**src/rtl/counter_preload_host.sv**
```systemverilog
// rtl/counter_preload_host.sv - host-side load / turnaround / drive / read-back preload sequencer
// Optional feature macro: COUNTER_PRELOAD_HOST_RETRY_EN (re-run a mismatching attempt up to MAX_RETRY times)
module counter_preload_host #(
   parameter int unsigned LOAD_HIGH    = 2,
   parameter int unsigned TURN_CYCLES  = 1,
   parameter int unsigned DRIVE_CYCLES = 4,
   parameter int unsigned CHECK_DELAY  = 3,
   parameter logic [7:0]  EXP_OFFSET   = 8'd4,
   parameter int unsigned MAX_RETRY    = 2
) (
   input  logic       clk,
   input  logic       rst_n,
   input  logic       req_valid,
   input  logic [7:0] req_data,
   output logic       req_ready,
   output logic       load_o,
   output logic [7:0] bus_out,
   output logic [7:0] bus_oe,
   input  logic [7:0] bus_in,
   output logic       busy,
   output logic       done,
   output logic       rsp_match,
   output logic [7:0] rsp_count,
   output logic [1:0] rsp_tries
);
   localparam int unsigned M1   = (LOAD_HIGH > TURN_CYCLES) ? LOAD_HIGH : TURN_CYCLES;
   localparam int unsigned M2   = (DRIVE_CYCLES > CHECK_DELAY + 1) ? DRIVE_CYCLES : CHECK_DELAY + 1;
   localparam int unsigned M3   = (M1 > M2) ? M1 : M2;
   localparam int unsigned MAXP = (M3 > 2) ? M3 : 2;
   localparam int          CW   = (MAXP <= 2) ? 1 : $clog2(MAXP);

`ifdef COUNTER_PRELOAD_HOST_RETRY_EN
   localparam bit RETRY = 1'b1;
`else
   localparam bit RETRY = 1'b0;
`endif

   typedef enum logic [2:0] {
      S_IDLE, S_ASSERT, S_TURN, S_DRIVE, S_CHECK, S_COOL
   } state_t;

   state_t        state, state_n;
   logic [CW-1:0] cnt, cnt_n, lim;
   logic [7:0]    data;
   logic [7:0]    target;
   logic [1:0]    tries, tries_n;
   logic          again, again_n;
   logic          last, hit, accept, sample;

   assign target = data + EXP_OFFSET;
   assign hit    = (bus_in == target);
   assign last   = (cnt == lim);

   // Terminal count per state; phases compare against N-1 so no wrap is needed.
   always_comb begin
      lim = '0;
      case (state)
         S_ASSERT: lim = CW'(LOAD_HIGH - 1);
         S_TURN:   lim = CW'(TURN_CYCLES - 1);
         S_DRIVE:  lim = CW'(DRIVE_CYCLES - 1);
         S_CHECK:  lim = CW'(CHECK_DELAY);
         S_COOL:   lim = CW'(1);
         default:  lim = '0;
      endcase
   end

   always_comb begin
      state_n = state;
      cnt_n   = last ? '0 : cnt + 1'b1;
      tries_n = tries;
      again_n = again;
      accept  = 1'b0;
      sample  = 1'b0;
      case (state)
         S_IDLE: begin
            if (req_valid) begin
               state_n = S_ASSERT;
               accept  = 1'b1;
               tries_n = 2'd0;
               again_n = 1'b0;
            end
         end
         S_ASSERT: if (last) state_n = S_TURN;
         S_TURN:   if (last) state_n = S_DRIVE;
         S_DRIVE:  if (last) state_n = S_CHECK;
         S_CHECK: begin
            if (last) begin
               state_n = S_COOL;
               if (RETRY && !hit && (tries < 2'(MAX_RETRY))) begin
                  again_n = 1'b1;
               end else begin
                  again_n = 1'b0;
                  sample  = 1'b1;
               end
            end
         end
         S_COOL: begin
            if (last) begin
               state_n = again ? S_ASSERT : S_IDLE;
               if (again) tries_n = tries + 2'd1;
            end
         end
         default: state_n = S_IDLE;
      endcase
   end

   // Outputs are registered from the next state so they line up with the state they describe.
   always_ff @(posedge clk or negedge rst_n) begin
      if (!rst_n) begin
         state     <= S_IDLE;
         cnt       <= '0;
         data      <= 8'h00;
         tries     <= 2'd0;
         again     <= 1'b0;
         req_ready <= 1'b1;
         load_o    <= 1'b0;
         bus_out   <= 8'h00;
         bus_oe    <= 8'h00;
         busy      <= 1'b0;
         done      <= 1'b0;
         rsp_match <= 1'b0;
         rsp_count <= 8'h00;
         rsp_tries <= 2'd0;
      end else begin
         state     <= state_n;
         cnt       <= cnt_n;
         tries     <= tries_n;
         again     <= again_n;
         if (accept) data <= req_data;
         req_ready <= (state_n == S_IDLE);
         load_o    <= (state_n == S_ASSERT);
         bus_oe    <= (state_n == S_DRIVE) ? 8'hFF : 8'h00;
         bus_out   <= (state_n == S_DRIVE) ? data : 8'h00;
         busy      <= (state_n != S_IDLE);
         done      <= sample;
         if (sample) begin
            rsp_count <= bus_in;
            rsp_match <= hit;
            rsp_tries <= RETRY ? tries : 2'd0;
         end
      end
   end
endmodule

```
**config.mk**
```make
export PLATFORM = sky130hd
export DESIGN_NAME = counter_preload_host
export DESIGN_NICKNAME = d
export VERILOG_FILES = /design/src/rtl/counter_preload_host.sv
export SDC_FILE = /design/constraint.sdc
export NUM_CORES = 1
export LEC_CHECK = 0
export CAP_MARGIN = 20
export CORE_UTILIZATION = 49
export CTS_CLUSTER_SIZE = 40
export DETAILED_ROUTE_END_ITERATION = 10
export PLACE_DENSITY = 0.84
export SETUP_SLACK_MARGIN = 0.4
export SYNTH_ARGS = -nofsm -noshare
export SYNTH_HDL_FRONTEND = slang
export SYNTH_SLANG_ARGS = --single-unit
```
**constraint.sdc**
```tcl
create_clock -name clk -period 2.5 [get_ports clk]
set_clock_uncertainty 0.2 [all_clocks]
set_input_delay 0.5 -clock clk [delete_from_list [all_inputs] [get_ports clk]]
set_output_delay 0.5 -clock clk [all_outputs]
set_load 0.01 [all_outputs]
```
======== Yosys cells after proc, flatten, opt, wreduce, memory -nomap -nowiden ========
Cells that the tools add are included.
word-level totals
  register bits after elaboration ......... 43
  bits in latches ......................... 0
  memory bits (writable) .................. 0
  memory bits (read-only) ................. 0
  input port bits ......................... 19
  output and inout port bits .............. 31
  word-level logic and storage cells ...... 51
  memories kept ........................... 0
operators by class
  $add $sub $neg .......................... 2
  $mul .................................... 0
  div/mod/pow operators ................... 0
  order comparisons ....................... 0
  equality and inequality tests ........... 11
  shift operators ......................... 0
  multiplexer cells ....................... 19
  bitwise operators ....................... 0
  reductions and logical operators ........ 7
operators with widths
  cell                                                  count
  2-to-1 mux 3 bit                                      6
  case mux 3 bit (6 select lines)                       1
  2-to-1 mux 8 bit                                      2
  equality test 3 x 2 -> 1 bit (second input constant)  3
  adder 8 x 3 -> 8 bit (second input constant)          1
  equality test 8 bit                                   1
  2-to-1 mux 1 bit                                      7
  equality test 3 x 1 -> 1 bit (second input constant)  2
  equality test 3 bit (second input constant)           2
  zero test 3 bit                                       2
  != test 2 bit (second input constant)                 2
  case mux 2 bit (2 select lines)                       1
  OR reduction 2 bit                                    2
  AND reduction 3 bit                                   1
  nonzero test 3 bit                                    1
  adder 2 x 1 -> 2 bit (second input constant)          1
  equality test 2 bit                                   1
  2-to-1 mux 2 bit                                      1
  case mux 1 bit (2 select lines)                       1
  nonzero test 2 bit                                    1

======== Longest topological paths before layout ========
Gate-level depths: netlist of the first run.
  depth in word-level cells ............... 8
  depth in mapped cells ................... 6
  gate-level depth less buffers ........... 5

======== Least setup slack after synthesis of the first run ========
Ideal clock, no wire load.
  kind .................................... reg2reg
  from .................................... reg data[2]
  to ...................................... reg rsp_match
  data arrival time ....................... 1.369 ns
  required time ........................... 2.223 ns
  path slack .............................. 0.853 ns
  cell stages (with the launch flop) ...... 6
  buffers on the path ..................... 0
  cells stage by stage .................... dfrtp_1 -> ha_1 -> xor2_1 -> nor4_1 -> o2111ai_1 -> a21oi_1
on the way
  longest elaborated chain between the ends .. 2
RTL lines
  element                 line  text
  start, declared         44    logic [7:0] data;
  start signal, assigned  129   if (accept) data <= req_data;
  adder 8 x 3 -> 8 bit    50    assign target = data + EXP_OFFSET;
  equality test 8 bit     51    assign hit = (bus_in == target);
  end signal, assigned    138   rsp_match <= hit;
  end, declared           22    output logic rsp_match,
Every way passes these cells.
A chain may end at the register's enable or synchronous reset.

======== Worst setup path in the final report of the first run ========
  from .................................... reg bus_oe[6]
  to ...................................... out bus_oe[6]
RTL lines
  element                 line  text
  start, declared         18    output logic [7:0] bus_oe,
  start signal, assigned  132   bus_oe <= (state_n == S_DRIVE) ? 8'hFF : 8'h00;
No word-level cell between the ends.

==> key figures, run 1 <==
Detailed routing
  • Antenna Violating Nets Remaining: 0
  • Number of iterations in the first detailed-routing pass: 4
  • Initial DRC count: 31
  • Drt total wl: approximately 3200 um
  • Detailed-route vias per instance: 4.97
  • Via total after detailed routing: between 1k and 1.5k
  • Routed WL per cell: 13.8 um
  • # DRC: 0

Die
  • Die Width: between 50 and 60 um
  • Number of top-level pins: 50
  • Core area: 3080 um^2
  • Starting utilization of the core area: approximately half
  • Floorplan die area: around 3500 um^2
  • Overall die height: ~59 um
  • Standard-cell rows: 20

Global routing
  • Total GRT Usage: a little over a fifth
  • Maximum number of pins on one net before global-route repair: 36
  • First-pass GRT wire length: ~5400 um
  • Remaining global-route overflow: 0
  • Vias in the first global route: roughly 1.2k
  • Initial antenna violation count: 0

Clock tree
  • Maximum level of the CTS H-tree: 2
  • Clock latency on the worst-skew pair: 330 ps
  • Clock slew at reported path FFs: ~100 ps
  • Clock buffer count from CTS: 5
  • Number of clock sinks: 35
  • Clock tree from TritonCTS: built
  • Clock root cell: sky130_fd_sc_hd__clkbuf_4
  • Number of buffers between clock root and the deepest sink: 2

Yosys
  • Proportion of synthesized chip area in sequential cells: ~55%
  • Number of enable flip-flop cells after synthesis: 0
  • Most used flip-flop cell after synthesis: sky130_fd_sc_hd__dfrtp_1
  • Async S/R FF share, synth: 100%
  • Gate count after technology mapping: ~150
  • Number of different library cells in the post-synthesis netlist: 34
  • Average instance area after synthesis: 10.7 um^2
  • Cell area after technology mapping: around 1600 um^2
  • Synthesis-stage register bit count: 35
  • Count of synthesis-stage warnings from yosys: 0

Critical path
  • Max Fanout on Critical Path: 8
  • Critical path class: flip-flop to output port
  • Critical path cell sequence: clkdlybuf4s50_1
  • Kind of start point of the critical path: flip-flop
  • Cell with the biggest individual delay on the critical path: sky130_fd_sc_hd__clkdlybuf4s50_1
  • Crit. End Element: output port
  • Data arrival time at the worst-slack endpoint: about 1300 ps
  • Largest stage delay on the critical path: between 500 and 600 ps
  • Count of buffering cells on the critical path with inverters included: 1
  • Top cell family by delay on the critical path: buffers and inverters
  • Worst Path Required: between 1500 and 2000 ps

STA
  • Number of hold violations in the final report: 0
  • Sum of negative setup slack: 0 ps
  • Max Clk Rate: 0.496 GHz
  • Final Slew Violations: 0
  • Setup repair after global routing missed its margin: no
  • Share of the clock period used by the worst path after layout: around 80%
  • Max-slew headroom: about three fifths
  • Slew at the pin closest to its max-slew limit: 603 ps
  • Setup violators final: 0
  • Final worst path period need: between 2000 and 2500 ps

Worst hold path
  • Min-delay worst type: flip-flop to flip-flop

Run
  • Max-cap violations: 0

Placement
  • Number of buffers added on ports: between 40 and 50
  • Final HPWL DP: 2330 um
  • Last weighted congestion value of the routability-driven placer: 0.822

Pwr
  • Power per cell area: around 1200 nW/um^2
  • Worst supply voltage drop on vdd: around 0.63 mV
  • Static leakage: 0.938 nW

Finish
  • Fraction of layout cells with a size suffix above 1: approximately an eighth
  • Area growth from synthesis to layout: 30.9%
  • Antenna Diode Count: 0
  • Final Net Count: about 210
  • Core Util, Final: between 60% and 70%

Status
  • Status: completed
[logic make-up after synthesis]
kind of cell	Yosys count	synth area share (%)
and+or+nand+nor	58	18.9
DFF	35	54.9
AOI/OAI and AO/OA	20	8.37
buffers and inverters	18	6.89
xor gates and xnor gates	8	4.38
muxes	8	5.63
adders and majority gates	1	0.782
other	1	0.235
[worst paths after layout]
kind	slack, ps	cells after the start	endpoint	from
setup / recovery	480	1	bus_oe[6]	bus_oe[6]$_DFF_PN0_
hold / removal	290	2	rsp_count[3]$_DFFE_PN0P_	rsp_count[3]$_DFFE_PN0P_
setup reg to reg	520	5	rsp_match$_DFFE_PN0P_	state[2]$_DFF_PN0_
hold reg to reg	290	2	rsp_count[3]$_DFFE_PN0P_	rsp_count[3]$_DFFE_PN0P_
max in group asynchronous	1390	2	req_ready$_DFF_PN1_	rst_n
min in group asynchronous	370	2	rsp_match$_DFFE_PN0P_	rst_n
[cells in the mapped netlist, types with 2 or more instances]
cell / number / area [um^2]
sky130_fd_sc_hd__xor2_1: 4 / 35.0
sky130_fd_sc_hd__a21o_1: 2 / 15.0
sky130_fd_sc_hd__o22ai_1: 2 / 12.5
sky130_fd_sc_hd__nor2_1: 7 / 26.3
sky130_fd_sc_hd__a21oi_1: 6 / 30.0
sky130_fd_sc_hd__nor4_1: 2 / 12.5
sky130_fd_sc_hd__and2_1: 8 / 50.1
sky130_fd_sc_hd__nand2_1: 29 / 109
sky130_fd_sc_hd__inv_1: 3 / 11.3
sky130_fd_sc_hd__buf_4: 10 / 75.1
sky130_fd_sc_hd__xnor2_1: 4 / 35.0
sky130_fd_sc_hd__o21ai_0: 3 / 15.0
sky130_fd_sc_hd__and3_1: 2 / 12.5
sky130_fd_sc_hd__dfrtp_1: 34 / 851
sky130_fd_sc_hd__buf_2: 4 / 20.0
sky130_fd_sc_hd__mux2_2: 8 / 90.1
sky130_fd_sc_hd__nand2b_1: 4 / 25.0
[cell type report]
| cell class | instances | area (um^2) |
|---|---|---|
| Fill cell | 235 | 985 |
| Clock buffer | 5 | 37.5 |
| Sequential cell | 35 | 878 |
| Timing Repair Buffer | 48 | 477 |
| Multi-Input combinational cell | 97 | 616 |
| Clock inverter | 3 | 15.0 |
| Inverter | 4 | 15.0 |
| Tap cell | 44 | 55.1 |
[where the power goes]
group          internal (mW)  leakage, nW  switching [mW]
combinational          0.643        0.474           0.464
clock                  0.105       0.0347           0.183
sequential             0.821        0.429           0.264
[sequential cells by signal, indices dropped and copies added (netlist names)]
register / flops
done: 1
data: 8
load_o: 1
req_ready: 1
bus_oe: 1
bus_out: 8
rsp_count: 8
busy: 1
state: 3
rsp_match: 1
cnt: 2
[metrics by stage]
step | hold WS (ps) | area, um^2 | instances | power [mW] | setup WS [ps]
final | 286 | 2090 | 236 | 2.48 | 482
after floorplan | 4.41 | 1600 | 150 | 1.73 | 853
after global placement | 256 | 2040 | 228 | 2.13 | 261
after CTS | 293 | 2090 | 236 | 2.49 | 463
after detailed placement | 268 | 2040 | 228 | 2.20 | 149
after global routing | 321 | 2090 | 236 | 2.66 | 412
[cell usage in the layout, fill, tap and decap left out, types with 4 or more instances in the layout]
cell / count
sky130_fd_sc_hd__a21oi_1: 6
sky130_fd_sc_hd__and2_1: 8
sky130_fd_sc_hd__clkbuf_4: 5
sky130_fd_sc_hd__clkdlybuf4s50_1: 46
sky130_fd_sc_hd__dfrtp_1: 33
sky130_fd_sc_hd__mux2_2: 8
sky130_fd_sc_hd__nand2_1: 29
sky130_fd_sc_hd__nand2b_1: 4
sky130_fd_sc_hd__nor2_1: 7
sky130_fd_sc_hd__xnor2_1: 4
sky130_fd_sc_hd__xor2_1: 4
[metal layers]
metal  part of all wire, %  global-route usage (%)  vias up
li1                      -                       -      575
met1                    41                    23.6      557
met2                    53                    38.8       35
met3                   3.9                    5.68        7
met4                   1.6                    9.52        0
met5                     0                       0        -
[worst min-delay path: cells and delay by family (launching register included)]
kind,cells,cell delay (ps)
flops,1,350
simple gates,2,110
[repair_timing]
item / CTS / global route
setup endpoints to repair: 2 / 0
hold buffers: 0 / 0
setup buffers: 0 / 0
gates resized for setup: 2 / 0
(Power assumes the default switching activity.)
==> run 2: changes to the inputs <==
CORE_UTILIZATION = 46   (was 49)
PLACE_DENSITY = 0.79   (was 0.84)
clock period = 1.9 ns   (was 2.5 ns; I/O delays follow)
==> run 2 against run 1 <==
  * Non-clock buffer count is 22 higher
  * Die area is 6.3% higher
  * First-iteration DRC count rose by 58%
==> key figures, run 2 (synthesis gave the netlist of run 1 again) <==
Pwr
  • Power per cell area: 1600 nW/um^2 (was 1180 nW/um^2)
  • Portion of total power attributed to sequential cells: 37.1% (was 43.8%)
  • Static leakage: 1.14 nW (was 0.938 nW)
  • Int Power: 2.28 mW (was 1.57 mW)
  • Net switching share of the total power: 38.6% (was 36.7%)
  • Combinational power share: 52.3% (was 44.6%)
  • Clk pwr share: 10.7% (was 11.6%)
  • Switching power: 1.43 mW (was 0.911 mW)
  • Worst supply voltage drop on vdd: 0.869 mV (was 0.627 mV)
  • Tot Pwr: 3.71 mW (was 2.48 mW)

Critical path
  • Max Fanout on Critical Path: 6 (was 8)
  • Data arrival time at the worst-slack endpoint: 1080 ps (was 1320 ps)
  • Count of buffering cells on the critical path with inverters included: 2 (was 1)
  • Register-to-register path setup slack: 280 ps (was 520 ps)
  • Top cell family by delay on the critical path: flip-flops (was buffers and inverters)
  • Critical path cell sequence: buf_6, buf_6 (was clkdlybuf4s50_1)
  • Cell with the biggest individual delay on the critical path: sky130_fd_sc_hd__dfrtp_2 (was sky130_fd_sc_hd__clkdlybuf4s50_1)
  • Crit. End Element: output port (unchanged)
  • Critical path class: flip-flop to output port (unchanged)
  • Largest stage delay on the critical path: 480 ps (was 560 ps)
  • Worst Path Required: 1320 ps (was 1800 ps)
  • Cell repeated most along the worst path: sky130_fd_sc_hd__buf_6
  • Kind of start point of the critical path: flip-flop (unchanged)

STA
  • Share of the clock period used by the worst path after layout: a little under 90%
  • Tightest hold margin: 200 ps (was 286 ps)
  • Max Clk Rate: about 0.60 GHz
  • Final worst path period need: 1660 ps
  • Setup violators final: 0 (unchanged)
  • Setup repair after global routing missed its margin: yes (was no)
  • Final Slew Violations: 0 (unchanged)
  • Number of hold violations in the final report: 0 (unchanged)

Finish
  • Leading cell types in the layout, fill and taps excluded: sky130_fd_sc_hd__dfrtp_1, sky130_fd_sc_hd__nand2_1, sky130_fd_sc_hd__buf_2 (was sky130_fd_sc_hd__clkdlybuf4s50_1, sky130_fd_sc_hd__dfrtp_1, sky130_fd_sc_hd__nand2_1)
  • Multi-input logic area: 704 um^2 (was 616 um^2)
  • Most common cell after layout, fill and taps aside: sky130_fd_sc_hd__dfrtp_1 (was sky130_fd_sc_hd__clkdlybuf4s50_1)
  • Fraction of layout cells with a size suffix above 1: 40.0% (was 12.0%)
  • Antenna Diode Count: 0 (unchanged)
  • Fill cells: 262 (was 235)
  • Area growth from synthesis to layout: 44.5% (was 30.9%)
  • Final Net Count: 234 (was 211)
  • Registers with the highest flip-flop counts: bus_out x8, data x8, rsp_count x8 (unchanged)
  • Final standard cell area without fillers: 2310 um^2 (was 2090 um^2)
  • Sequential cell area in the final layout: 883 um^2 (was 878 um^2)

Global routing
  • Remaining global-route overflow: 0 (unchanged)
  • Vias in the first global route: 1,236 (was 1,239)
  • Initial antenna violation count: 0 (unchanged)
  • Maximum number of pins on one net before global-route repair: 36 (unchanged)
  • First-pass GRT wire length: 5670 um (was 5430 um)
  • Total GRT Usage: 21.7% (was 21.5%)

Detailed routing
  • # DRC: 0 (unchanged)
  • Number of iterations in the first detailed-routing pass: 4 (unchanged)
  • Routed WL per cell: 15.1 um (was 13.8 um)
  • Drt total wl: 3950 um (was 3250 um)
  • Antenna Violating Nets Remaining: 0 (unchanged)
  • Initial DRC count: 49 (was 31)
  • Via total after detailed routing: 1,335 (was 1,174)
  • Detailed-route vias per instance: 5.11 (was 4.97)

Die
  • Overall die height: 61.0 um (was 59.1 um)
  • Floorplan die area: 3720 um^2 (was 3500 um^2)
  • Die Width: 61.0 um (was 59.1 um)
  • Core area: 3340 um^2 (was 3080 um^2)
  • Starting utilization of the core area: 47.9% (was 52.0%)
  • Number of top-level pins: 50 (unchanged)
  • Standard-cell rows: 21 (was 20)

Clock tree
  • Clock buffer count from CTS: 5 (unchanged)
  • Maximum level of the CTS H-tree: 2 (unchanged)
  • Number of buffers between clock root and the deepest sink: 2 (unchanged)
  • Clock root cell: sky130_fd_sc_hd__clkbuf_4 (unchanged)
  • Clock slew at reported path FFs: 110 ps (was 100 ps)
  • Number of clock sinks: 35 (unchanged)
  • Clock tree from TritonCTS: built (unchanged)
  • Clock latency on the worst-skew pair: 350 ps (was 330 ps)

Placement
  • Placed Area: 2100 um^2 (was 2040 um^2)
  • Final HPWL DP: 2400 um (was 2330 um)
  • Last weighted congestion value of the routability-driven placer: 0.766 (was 0.822)
  • Number of buffers added on ports: 47 (unchanged)

Worst hold path
  • Min-delay worst type: input port to async pin (was flip-flop to flip-flop)

Run
  • Max-cap violations: 0 (unchanged)

Status
  • Status: completed (unchanged)
==> run 2: changes by cell type in the layout (fill, tap and decap cells not counted), sizes merged <==
cell	delta
buf	+51
clkdlybuf4s50	-28
clkinv	-2
clkinvlp	+2
dlygate4sd2	-1
nor3	+1
==> run 2: power groups by stage <==
stage	clock (mW)	sequential, mW	combinational, mW
6_report	0.396	1.37	1.94
5_1_grt	0.433	1.41	2.11
4_1_cts	0.406	1.36	1.68
3_5_place_dp	0	1.39	1.58
3_3_place_gp	0	1.37	1.51
2_1_floorplan	0	1.40	0.870
==> run 2: layout make-up <==
cell class	count	share of cell area, %
sequential	35	38.2
multi-input combinational	98	30.5
timing repair buffer	70	25.7
tap	46	2.49
clock buffer	5	1.62
clock inverter	3	0.866
inverter	4	0.650
==> run 2: path summary, 6_finish.rpt <==
path                                     startpoint  depth (start not counted)                       end
setup reg to reg                 state[2]$_DFF_PN0_                          4       data[2]$_DFFE_PN0P_
setup / recovery                bus_oe[6]$_DFF_PN0_                          2                 bus_oe[2]
max in group asynchronous                     rst_n                          2       req_ready$_DFF_PN1_
min in group clk           rsp_count[7]$_DFFE_PN0P_                          2  rsp_count[7]$_DFFE_PN0P_
hold reg to reg            rsp_count[7]$_DFFE_PN0P_                          2  rsp_count[7]$_DFFE_PN0P_
hold / removal                                rst_n                          2      bus_out[5]$_DFF_PN0_
==> run 2: metal layers <==
metal | wire length [um] | track usage [%] | part of all wire [%] | vias to the layer above
met5 | 0 | 0 | 0 | -
met4 | 42 | 11.0 | 1.1 | 0
met3 | 261 | 5.76 | 6.6 | 6
met2 | 2150 | 39.6 | 54 | 51
met1 | 1510 | 23.0 | 38 | 658
li1 | - | - | - | 620
==> run 2: per-stage QoR <==
step / setup slack, ps / utilization (%) / setup TNS (ps) / cells
6_report: 238 / 69.3 / 0 / 261
5_1_grt: 141 / 69.3 / 0 / 261
4_1_cts: 199 / 65.8 / 0 / 253
3_5_place_dp: -46.1 / 63.0 / -284 / 236
2_1_floorplan: 346 / - / 0 / 150
3_3_place_gp: 0.969 / 63.0 / 0 / 236
==> run 2: timing repair <==
item                       CTS  global route
setup endpoints to repair   58            38
hold buffers                 0             0
setup buffers                9             7
resized for setup          141            16
gates cloned                 0             1
pin swaps                    1             3
